File: config.mk
export PLATFORM = sky130hd
export DESIGN_NAME = fir_coef_loader
export DESIGN_NICKNAME = d
export VERILOG_FILES = /design/src/rtl/fir_pkg.sv /design/src/rtl/fir_coef_loader.sv
export SDC_FILE = /design/constraint.sdc
export NUM_CORES = 1
export LEC_CHECK = 0
export BUFFER_PORTS_ARGS = -buffer_cell sky130_fd_sc_hd__buf_4
export CAP_MARGIN = 0
export CORE_ASPECT_RATIO = 1.2
export CORE_MARGIN = 5
export CORE_UTILIZATION = 30
export CTS_CLUSTER_SIZE = 10
export DETAILED_ROUTE_END_ITERATION = 6
export PLACE_DENSITY_LB_ADDON = 0.3
export RECOVER_POWER = 100
export SLEW_MARGIN = 20
export SYNTH_ARGS = -nofsm -noshare
export SYNTH_HDL_FRONTEND = slang
export SYNTH_SLANG_ARGS = --single-unit
File: constraint.sdc
create_clock -name clk -period 2.5 [get_ports clk]
set_clock_uncertainty 0.2 [all_clocks]
set_input_delay 0.5 -clock clk [delete_from_list [all_inputs] [get_ports clk]]
set_output_delay 0.5 -clock clk [all_outputs]
set_load 0.03 [all_outputs]
File: src/rtl/fir_pkg.sv
// Shared FIR definitions: loader FSM states, default coefficient/tap geometry
// and the filter output width.
package fir_pkg;
  typedef enum logic [1:0] {
    ST_IDLE  = 2'd0,
    ST_LOAD  = 2'd1,
    ST_CHECK = 2'd2,
    ST_DONE  = 2'd3
  } fir_state_e;

  localparam int FIR_COEF_W   = 8;
  localparam int FIR_IDX_W    = 4;
  localparam int FIR_NUM_TAPS = 5;
  localparam int FIR_OUT_W    = 20;
endpackage

File: src/rtl/fir_coef_loader.sv
// Streams NUM_TAPS coefficient bytes into the FIR coefficient bank, one indexed write per byte.
// Optional trailing checksum byte when FIR_COEF_CHECKSUM_EN is defined.
import fir_pkg::*;

module fir_coef_loader #(
  parameter int NUM_TAPS = FIR_NUM_TAPS,
  parameter int COEF_W   = FIR_COEF_W,
  parameter int IDX_W    = FIR_IDX_W
) (
  input  logic              clk,
  input  logic              rst_n,
  input  logic              start,
  input  logic              abort,
  input  logic              s_valid,
  input  logic [COEF_W-1:0] s_data,
  output logic              s_ready,
  output logic              coef_write_enable,
  output logic [IDX_W-1:0]  coef_number,
  output logic [COEF_W-1:0] coef_value,
  output logic              busy,
  output logic              done,
  output logic              chk_err
);
  localparam logic [IDX_W-1:0] LAST = IDX_W'(NUM_TAPS - 1);

  fir_state_e       state;
  logic [IDX_W-1:0] idx;
  logic             hs;
  logic             go;

  assign s_ready = (state == ST_LOAD) || (state == ST_CHECK);
  assign busy    = s_ready;
  assign done    = (state == ST_DONE);
  assign hs      = s_valid && s_ready;
  assign go      = (state == ST_IDLE) && start && !abort;

  always_ff @(posedge clk or negedge rst_n) begin
    if (!rst_n) begin
      state             <= ST_IDLE;
      idx               <= '0;
      coef_write_enable <= 1'b0;
      coef_number       <= '0;
      coef_value        <= '0;
    end else begin
      coef_write_enable <= 1'b0;
      case (state)
        ST_IDLE: if (go) begin
          state <= ST_LOAD;
          idx   <= '0;
        end
        ST_LOAD: begin
          // a byte accepted alongside abort is still written
          if (hs) begin
            coef_write_enable <= 1'b1;
            coef_number       <= idx;
            coef_value        <= s_data;
            if (idx != LAST) idx <= idx + 1'b1;
          end
          if (abort) state <= ST_IDLE;
`ifdef FIR_COEF_CHECKSUM_EN
          else if (hs && idx == LAST) state <= ST_CHECK;
`else
          else if (hs && idx == LAST) state <= ST_DONE;
`endif
        end
`ifdef FIR_COEF_CHECKSUM_EN
        ST_CHECK: begin
          if (abort) state <= ST_IDLE;
          else if (hs) state <= ST_DONE;
        end
`endif
        default: state <= ST_IDLE;
      endcase
    end
  end

`ifdef FIR_COEF_CHECKSUM_EN
  logic [COEF_W-1:0] sum;
  logic              err;

  // sum wraps modulo 2**COEF_W; the check byte itself is never accumulated
  always_ff @(posedge clk or negedge rst_n) begin
    if (!rst_n) begin
      sum <= '0;
      err <= 1'b0;
    end else if (go) begin
      sum <= '0;
      err <= 1'b0;
    end else if (hs && state == ST_LOAD) begin
      sum <= sum + s_data;
    end else if (hs && state == ST_CHECK && !abort && s_data != sum) begin
      err <= 1'b1;
    end
  end

  assign chk_err = err;
`else
  assign chk_err = 1'b0;
`endif
endmodule

# Yosys cells after proc, flatten, opt, wreduce, memory -nomap -nowiden
# Cells that the tools add are included.
# totals
reg_bits,19
output_inout_bits,17
# op_classes
n_eq_ne,9
n_addsub,1
n_reduce_logical,11
n_mux,10
# op_table
cell,count
4-bit two-way mux,3
4-bit one-hot mux with 2 select lines,1
2-bit two-way mux,3
"4-bit by 1-bit adder with 4-bit output, second input constant",1
"2-bit equality test, second input constant",2
"4-bit by 3-bit equality test with 1-bit output, second input constant",1
1-bit logical AND,4
"2-bit != test, second input constant",2
"4-bit by 3-bit != test with 1-bit output, second input constant",1
2-bit one-hot mux with 2 select lines,1
2-bit AND reduction,2
4-bit AND reduction,1
"3-bit by 2-bit != test with 1-bit output, second input constant",1
"2-bit by 1-bit equality test with 1-bit output, second input constant",1
2-bit zero test,1
1-bit two-way mux,2
"2-bit by 1-bit != test with 1-bit output, second input constant",1
2-bit nonzero test,1
1-bit zero test,1
1-bit logical OR,1

# Depth between registers and ports, before layout
# Gate-level depths: netlist of the first run.
# depth
ltp_word,7
depth_mapped,8
ltp_nobuf,6

# Worst setup path before layout of the first run
# No wires, ideal clock.
# synth_path
kind,register to output
from,reg state[0]
to,out s_ready
setup_slack_ns,0.697
t_arrival_ns,1.103
path_buffers,1
stages_incl_launch_ff,4
cell_sequence,dfrtp_1 inv_1 ha_1 buf_4
# synth_between
elab_chain_len,2
# synth_lines
item,line,source
start: declaration,fir_coef_loader.sv:26,fir_state_e state;
start signal: assignment,fir_coef_loader.sv:39,state <= ST_IDLE;
start signal: assignment,fir_coef_loader.sv:48,state <= ST_LOAD;
start signal: assignment,fir_coef_loader.sv:59,if (abort) state <= ST_IDLE;
2-bit by 1-bit equality test with 1-bit output or 2-bit equality test (tied branches),fir_coef_loader.sv:31,assign s_ready = (state == ST_LOAD) || (state == ST_CHECK);
1-bit logical OR *,fir_coef_loader.sv:31,
end: declaration,fir_coef_loader.sv:16,"output logic s_ready,"
# Every way passes the cells marked *; elsewhere a longest branch is shown, timed or not.

# Worst setup path in the final report of the first run
# Ends and elaborated chain as after synthesis.

==> key figures, run 1 <==
Status
  – Status: complete, no violations

Synthesis
  – Post-synthesis register bit count: 19
  – Register area share after synthesis: between 40% and 50%
  – Syn_area_per_cell: about 12 um^2
  – Mapped Cells: 85
  – Synthesized Nets: slightly above 100
  – Yosys warnings: 0
  – Netlist cell types: 31
  – Cell Area, Synth: 1038 um^2

Hold path
  – Hold EP: coef_value[6]
  – Worst hold-check path type: input pin to register
  – Hold path startpoint: s_data[6]
  – Number of stages on the worst hold path: 2

Clock tree
  – Worst skew pair latency: between 200 and 300 ps
  – CTS Sinks: 19
  – H-tree levels: 1
  – CTS tree: done
  – Clock-pin slew on the worst setup and hold paths: ~70 ps
  – Post-CTS setup buffers: 0
  – CTS Buf Count: 3
  – Maximum clock path buffer count: 2
  – Root buf cell: clkbuf_8
  – Post-cts resize count: 0

Pwr
  – VDD IR max: around 0.6 mV
  – P per Cell Area: between 1000 and 1500 nW/um^2
  – LEAKAGE: 0.0005499 uW

Job
  – Max Cap Viol: 0

Final layout
  – Antenna Cells: 0
  – Layout cells sized above 1: 29.20%
  – Layout Nets: around 130
  – Filler cells: roughly 350
  – Area Overhead vs Synth: 19.28%

STA
  – Setup-failing EPs final: 0
  – Max Slew Vio Count: 0
  – Setup tns final: 0 ps
  – RSZ-0062 raised after global routing: false
  – Post-route clock period utilization: between 80% and 90%
  – F_max: around 0.48 GHz
  – Post-route setup slack: 432.1 ps
  – Worst Max-Slew Pin Slew: 1041 ps
  – Fin crit period: approximately 2100 ps
  – Final Hold Viols: 0
  – Relative slew slack: between 30% and 40%

Place
  – Port Buffers: 28
  – GPL Wtd Cong: around 0.79
  – Pre-CTS WS: 502.2 ps
  – Dpl hpwl: 1680 um

Die
  – Num ports: 30
  – Die X-Extent: 63.71 um
  – FP Rows: 23
  – Starting Density: 31.11%
  – Core ar.: around 3300 um^2
  – Die Area: around 4700 um^2
  – Die height: around 74 um

Worst setup path
  – R2R cell count: 6
  – CP Launch Type: register
  – Element type at the critical path end: primary output
  – Critical Path Fanout Max: 3
  – Worst EP arrival: about 1400 ps
  – Worst-path cell chain: inv_1 -> ha_1 -> clkbuf_1
  – R2r startpoint: state[1]
  – CP delay by family, top: buffers and inverters
  – Crit path launch: state[0]
  – Critical path class: register to primary output
  – R2R Path End: idx[0]
  – R2r setup slk: 480 ps
  – WP data required: 1800 ps
  – Crit path buffers/inverters: 2
  – Slowest cell on crit path: dfrtp_1
  – CP peak stage delay: 370 ps

Routing
  – WL/cell: 14.03 um
  – Vias per cell: slightly below 5
  – TritonRoute pass-1 iters: 2
  – Post-route DRC: 0
  – Vias: about 740
  – Routed Antenna Nets: 0
  – Drt initial violations: 4
  – WL final: approximately 2100 um

Global route
  – Total track usage: under 10%
  – Vias in the first global route: 780
  – First-pass GRT wire length: about 3700 um
  – Antenna violations before repair: 0
  – Gr ovfl total: 0
  – Largest net degree at the start of global routing: 20
metrics by stage:
stage	std cells	instance area (um^2)	total power (uW)	util, %	hold WS, ps
after floorplan	85	1039	1246	-	4.409
after global placement	145	1247	1500	37.37	191.5
after detailed placement	145	1247	1519	37.37	191.8
after CTS	150	1303	1744	39.02	264.1
after global routing	150	1239	1743	37.11	261.7
final	150	1239	1610	37.11	271.8
how the worst max path moves through the flow:
stage,endpoint,cells after the start
floorplan,s_ready,3
global placement,idx[2],6
detailed placement,idx[0],6
CTS,idx[0],6
global route,idx[2],6
finish,s_ready,3
report_power, final:
group          internal (uW)  switching [uW]
registers                447             100
logic                    297             552
clock network            113             100
total                    858             753
flip-flops by register name, indices dropped and copies added, names as in the netlist:
name and cells:
coef_value 8, coef_write_enable 1, idx 4, state 2, coef_number 4
placed cells by master (no fill, tap or decap), drive strengths merged:
cell / count
clkbuf: 21
dfrtp: 19
mux2: 11
buf: 11
inv: 7
nand2: 6
ha: 5
o21ai: 3
nand3: 3
a211o: 3
a21oi: 3
nor2b: 2
a211oi: 2
a2111oi: 2
nor2: 2
and3b: 2
nand2b: 2
nand3b: 1
a31oi: 1
o211a: 1
o22ai: 1
o31a: 1
and3: 1
a311oi: 1
conb: 1
dlygate4sd3: 1
synth_stat cells:
cell,instances,share of area (%)
a2111oi_4,2,5.3
a211o_1,3,2.5
a211oi_1,2,1.4
a21oi_1,2,0.96
a21oi_2,1,0.84
a311oi_2,1,1.4
a31oi_1,1,0.60
and3_1,1,0.60
and3b_1,1,0.84
and3b_4,1,1.2
buf_12,1,1.9
buf_2,1,0.48
buf_4,3,2.2
conb_1,1,0.36
dfrtp_1,19,46
ha_1,5,6.0
inv_1,6,2.2
inv_4,1,0.60
mux2_2,11,12
nand2_1,5,1.8
nand2_4,1,1.1
nand2b_1,1,0.60
nand2b_4,1,1.3
nand3_1,3,1.4
nand3b_1,1,0.72
nor2_1,2,0.72
nor2b_1,2,1.2
o211a_1,1,0.96
o21ai_0,3,1.4
o22ai_1,1,0.60
o31a_1,1,0.84
what timing repair did:
| item | 4_1_cts | 5_1_grt |
|---|---|---|
| endpoints found under the setup margin | 0 | 0 |
| hold buffers | 1 | 0 |
| hold endpoints to repair | 19 | 0 |
cell families after synthesis:
| logic type | count (synthesis) | synth area share (%) |
|---|---|---|
| AO/OA/AOI/OAI | 18 | 16.99 |
| AND/OR/NAND/NOR | 19 | 11.57 |
| other | 1 | 0.3611 |
| flip-flops | 19 | 45.78 |
| adder cells (fa/ha/maj) | 5 | 6.024 |
| buffers and inverters | 12 | 7.349 |
| multiplexers | 11 | 11.93 |
worst reg2reg max path, stage by stage (launching register included):
cell and delay [ps]:
dfrtp_1 380, inv_1 90, ha_1 380, nand2_4 180
inv_4 180, a31oi_1 170, a211o_1 320
area by class of cell:
class | instances | area, um^2 | share of cell area (%)
Clock buffer | 4 | 45.04 | 3.636
Inverter | 7 | 28.78 | 2.323
Multi-Input combinational cell | 54 | 486.7 | 39.29
Sequential cell | 19 | 475.5 | 38.38
Tap cell | 37 | 46.29 | 3.737
Timing Repair Buffer | 29 | 156.4 | 12.63
per-layer routing:
layer	GRT usage, %	up-vias	wire length [um]	share of wire (%)
li1	-	352	-	-
met1	12.00	355	859	41
met2	17.04	26	1086	52
met3	2.568	3	129	6.1
met4	4.157	0	29	1.4
met5	0	-	0	0
(Power assumes the default switching activity.)
==> inputs of run 2 (changes only) <==
--- a/config.mk
+++ b/config.mk
@@ -5,6 +5,7 @@
 export SDC_FILE = /design/constraint.sdc
 export NUM_CORES = 1
 export LEC_CHECK = 0
+export ABC_AREA = 1
 export BUFFER_PORTS_ARGS = -buffer_cell sky130_fd_sc_hd__buf_4
 export CAP_MARGIN = 0
 export CORE_ASPECT_RATIO = 1.2
==> constraint.sdc (replaced) <==
create_clock -name clk -period 1.8 [get_ports clk]
set_clock_uncertainty 0.2 [all_clocks]
set_input_delay 0.36 -clock clk [delete_from_list [all_inputs] [get_ports clk]]
set_output_delay 0.36 -clock clk [all_outputs]
set_load 0.03 [all_outputs]
==> run 2 against run 1 <==
Combinational power rose by 29%. Final cell count rose by 23%. Synthesized cell count rose by 39%. Total power rose by 24%.
==> key figures, run 2 <==
Worst setup path
  – Critical path class: register to primary output (unchanged)
  – WP data required: 1240 ps (was 1800 ps)
  – Worst EP arrival: 1190 ps (was 1370 ps)
  – CP Launch Type: register (unchanged)
  – Element type at the critical path end: primary output (unchanged)
  – Slowest cell on crit path: dfrtp_1 (unchanged)
  – CP delay by family, top: flip-flops (was buffers and inverters)
  – Crit path buffers/inverters: 2 (unchanged)
  – CP peak stage delay: 400 ps (was 370 ps)
  – Critical Path Fanout Max: 3 (unchanged)
  – Worst-path cell chain: inv_1 -> ha_4 -> buf_4 (was inv_1 -> ha_1 -> clkbuf_1)

Status
  – Status: complete, no violations (unchanged)

Final layout
  – Layout Nets: 168 (was 132)
  – Top flop regs: coef_value x8, coef_number x4, idx x4 (unchanged)
  – Antenna Cells: 0 (unchanged)
  – Number of flip-flops in the largest register: 8 (unchanged)
  – Reg with most FFs: coef_value (unchanged)
  – Layout cells sized above 1: 23.49% (was 29.20%)
  – Fin util: 39.18% (was 37.11%)
  – Most frequent cells in the layout: nand2_1 (50), dfrtp_1 (19), clkbuf_1 (15), buf_4 (15), inv_1 (7) (was dfrtp_1 (19), clkbuf_1 (18), mux2_2 (11), buf_4 (11), inv_1 (6))
  – Area Overhead vs Synth: 23.45% (was 19.28%)
  – Most common cell after layout, fill and taps aside: nand2_1 (was dfrtp_1)

Global route
  – Total track usage: 9.701% (was 9.987%)
  – Gr ovfl total: 0 (unchanged)
  – Largest net degree at the start of global routing: 20 (unchanged)
  – Vias in the first global route: 813 (was 780)
  – First-pass GRT wire length: 3636 um (was 3726 um)
  – Antenna violations before repair: 0 (unchanged)

Pwr
  – Internal power: 1016 uW (was 857.7 uW)
  – Sw frac: 49.23% (was 46.74%)
  – Combinational share of power: 54.8% (was 52.8%)
  – Clock power frac: 10.3% (was 13.3%)
  – Switching Power: 985.1 uW (was 752.8 uW)
  – VDD IR max: 0.7051 mV (was 0.6158 mV)
  – LEAKAGE: 0.0006507 uW (was 0.0005499 uW)
  – Reg power frac: 35.0% (was 34.0%)
  – P per Cell Area: 1642 nW/um^2 (was 1300 nW/um^2)

Routing
  – WL final: 2102 um (was 2104 um)
  – Vias: 817 (was 736)
  – WL/cell: 11.36 um (was 14.03 um)
  – Routed Antenna Nets: 0 (unchanged)
  – Drt initial violations: 33 (was 4)
  – TritonRoute pass-1 iters: 4 (was 2)
  – Vias per cell: 4.416 (was 4.907)
  – Post-route DRC: 0 (unchanged)

STA
  – Post-route clock period utilization: between 90% and 100%
  – Max Slew Vio Count: 0 (unchanged)
  – Setup tns final: 0 ps (unchanged)
  – Setup-failing EPs final: 0 (unchanged)
  – Fin crit period: 1755 ps
  – Final Hold Viols: 0 (unchanged)
  – F_max: between 0.5 and 0.6 GHz
  – RSZ-0062 raised after global routing: true (was false)

Clock tree
  – Root buf cell: clkbuf_4 (was clkbuf_8)
  – Worst skew pair latency: 280 ps (was 260 ps)
  – Clock-pin slew on the worst setup and hold paths: 100 ps (was 70 ps)
  – CTS tree: done (unchanged)
  – CTS Sinks: 19 (unchanged)
  – H-tree levels: 1 (unchanged)
  – Maximum clock path buffer count: 2 (unchanged)
  – CTS Buf Count: 3 (unchanged)

Synthesis
  – EDFF count, synth: 0 (unchanged)
  – Top-count cell post-synth: nand2_1 (was dfrtp_1)
  – Cell Area, Synth: 987.2 um^2 (was 1038 um^2)
  – Mapped Cells: 118 (was 85)
  – Largest area contributor in the netlist: dfrtp_1 (unchanged)
  – Post-synthesis register bit count: 19 (unchanged)
  – Syn_area_per_cell: 8.366 um^2 (was 12.22 um^2)
  – Ys flop type: dfrtp_1 (unchanged)
  – Synthesized Nets: 136 (was 103)
  – Yosys warnings: 0 (unchanged)
  – Register area share after synthesis: 48.16% (was 45.78%)
  – Post-synth top area share: 48.16% (was 45.78%)
  – Largest cells by area after synthesis: dfrtp_1 (48%), nand2_1 (19%), ha_1 (6.3%) (was dfrtp_1 (46%), mux2_2 (12%), ha_1 (6.0%))
  – Netlist cell types: 23 (was 31)
  – Top cells by count, synth: nand2_1 (50), dfrtp_1 (19), inv_1 (7) (was dfrtp_1 (19), mux2_2 (11), inv_1 (6))
  – Post-synth ARST share: 100.0% (unchanged)

Job
  – Max Cap Viol: 0 (unchanged)

Die
  – Num ports: 30 (unchanged)
  – Starting Density: 31.74% (was 31.11%)
  – Die X-Extent: 62.37 um (was 63.71 um)
  – Core ar.: 3110 um^2 (was 3338 um^2)
  – Die Area: 4543 um^2 (was 4743 um^2)
  – Die height: 72.84 um (was 74.45 um)
  – FP Rows: 22 (was 23)

Place
  – GPL Wtd Cong: 0.7590 (was 0.7864)
  – Dpl hpwl: 1565 um (was 1680 um)
  – Port Buffers: 28 (unchanged)

Hold path
  – Worst hold-check path type: input pin to register (unchanged)
[run 2: cell count changes in the layout (fill, tap and decap cells not counted), moves of 3 or more]
cell | previous run | this run
clkbuf_8 | 3 | 0
mux2_2 | 11 | 0
clkbuf_4 | 0 | 3
nor2_1 | 2 | 6
nand2_1 | 5 | 50
clkbuf_1 | 18 | 15
a211o_1 | 3 | 0
buf_4 | 11 | 15
nand2_2 | 0 | 3
inv_2 | 0 | 4
[run 2: logic make-up (layout without fill, tap and decap cells)]
| kind of cell | after synthesis | after routing | synth area share (%) |
|---|---|---|---|
| simple gates | 68 | 68 | 31.43 |
| flops | 19 | 19 | 48.16 |
| buf+inv | 17 | 48 | 8.999 |
| compound gates | 8 | 8 | 4.689 |
| fa+ha+maj | 5 | 5 | 6.337 |
| other cells | 1 | 1 | 0.3799 |
[run 2: per-stage QoR]
step / total power, uW / instance area (um^2) / hold slack, ps / instances / setup slack [ps]
detailed placement: 1874 / 1209 / 49.04 / 178 / 225.1
floorplan: 1548 / 987.2 / -135.6 / 118 / 158.4
global placement: 1865 / 1209 / 45.36 / 178 / 267.9
CTS: 2107 / 1260 / 54.63 / 185 / 13.03
finish: 2001 / 1219 / 61.15 / 185 / 45.19
global route: 2195 / 1219 / 56.64 / 185 / -6.149
[run 2: worst paths after layout]
kind / end / from / slack [ps] / cells after the start
worst max-delay path: busy / state[0] / 50 / 3
worst min register to register: coef_value[5] / coef_value[5] / 290 / 2
worst min-delay path: coef_value[0] / s_data[0] / 60 / 3
max in group asynchronous: idx[2] / rst_n / 720 / 2
worst max register to register: idx[1] / state[1] / 110 / 6
min in group asynchronous: coef_value[7] / rst_n / 360 / 2
[run 2: power by group through the flow]
| stage | clock, uW | combinational [uW] | sequential [uW] |
|---|---|---|---|
| after detailed placement | 0 | 1160 | 715 |
| after floorplan | 0 | 624 | 924 |
| after CTS | 216 | 1190 | 702 |
| after global placement | 0 | 1150 | 717 |
| final | 206 | 1100 | 700 |
| after global routing | 238 | 1230 | 727 |
[run 2: what timing repair did]
| item | in CTS | in global routing |
|---|---|---|
| setup buffers | 2 | 0 |
| resized for setup | 0 | 2 |
| pin swaps | 0 | 0 |
| setup endpoints to repair | 2 | 3 |
| hold buffers | 1 | 0 |
| endpoints found under the hold margin | 19 | 0 |
[run 2: per-layer routing]
| layer | vias to the layer above | wire length [um] | track usage [%] |
|---|---|---|---|
| met2 | 26 | 974 | 16.36 |
| met5 | - | 0 | 0 |
| met4 | 0 | 29 | 4.953 |
| met3 | 2 | 152 | 2.465 |
| li1 | 414 | - | - |
| met1 | 375 | 945 | 11.40 |
[run 2: final cells by class]
class | count | area [um^2]
Clock buffer | 4 | 26.28
Fill cell | 328 | 1892
Inverter | 12 | 47.55
Multi-Input combinational cell | 82 | 432.9
Sequential cell | 19 | 475.5
Tap cell | 36 | 45.04
Timing Repair Buffer | 32 | 191.4
[run 2: worst reg2reg max path: cells and delay by family, from the launching register on]
family / cells / cell delay, ps
flops: 1 / 400
buf+inv: 2 / 360
fa+ha+maj: 1 / 350
simple gates: 3 / 280
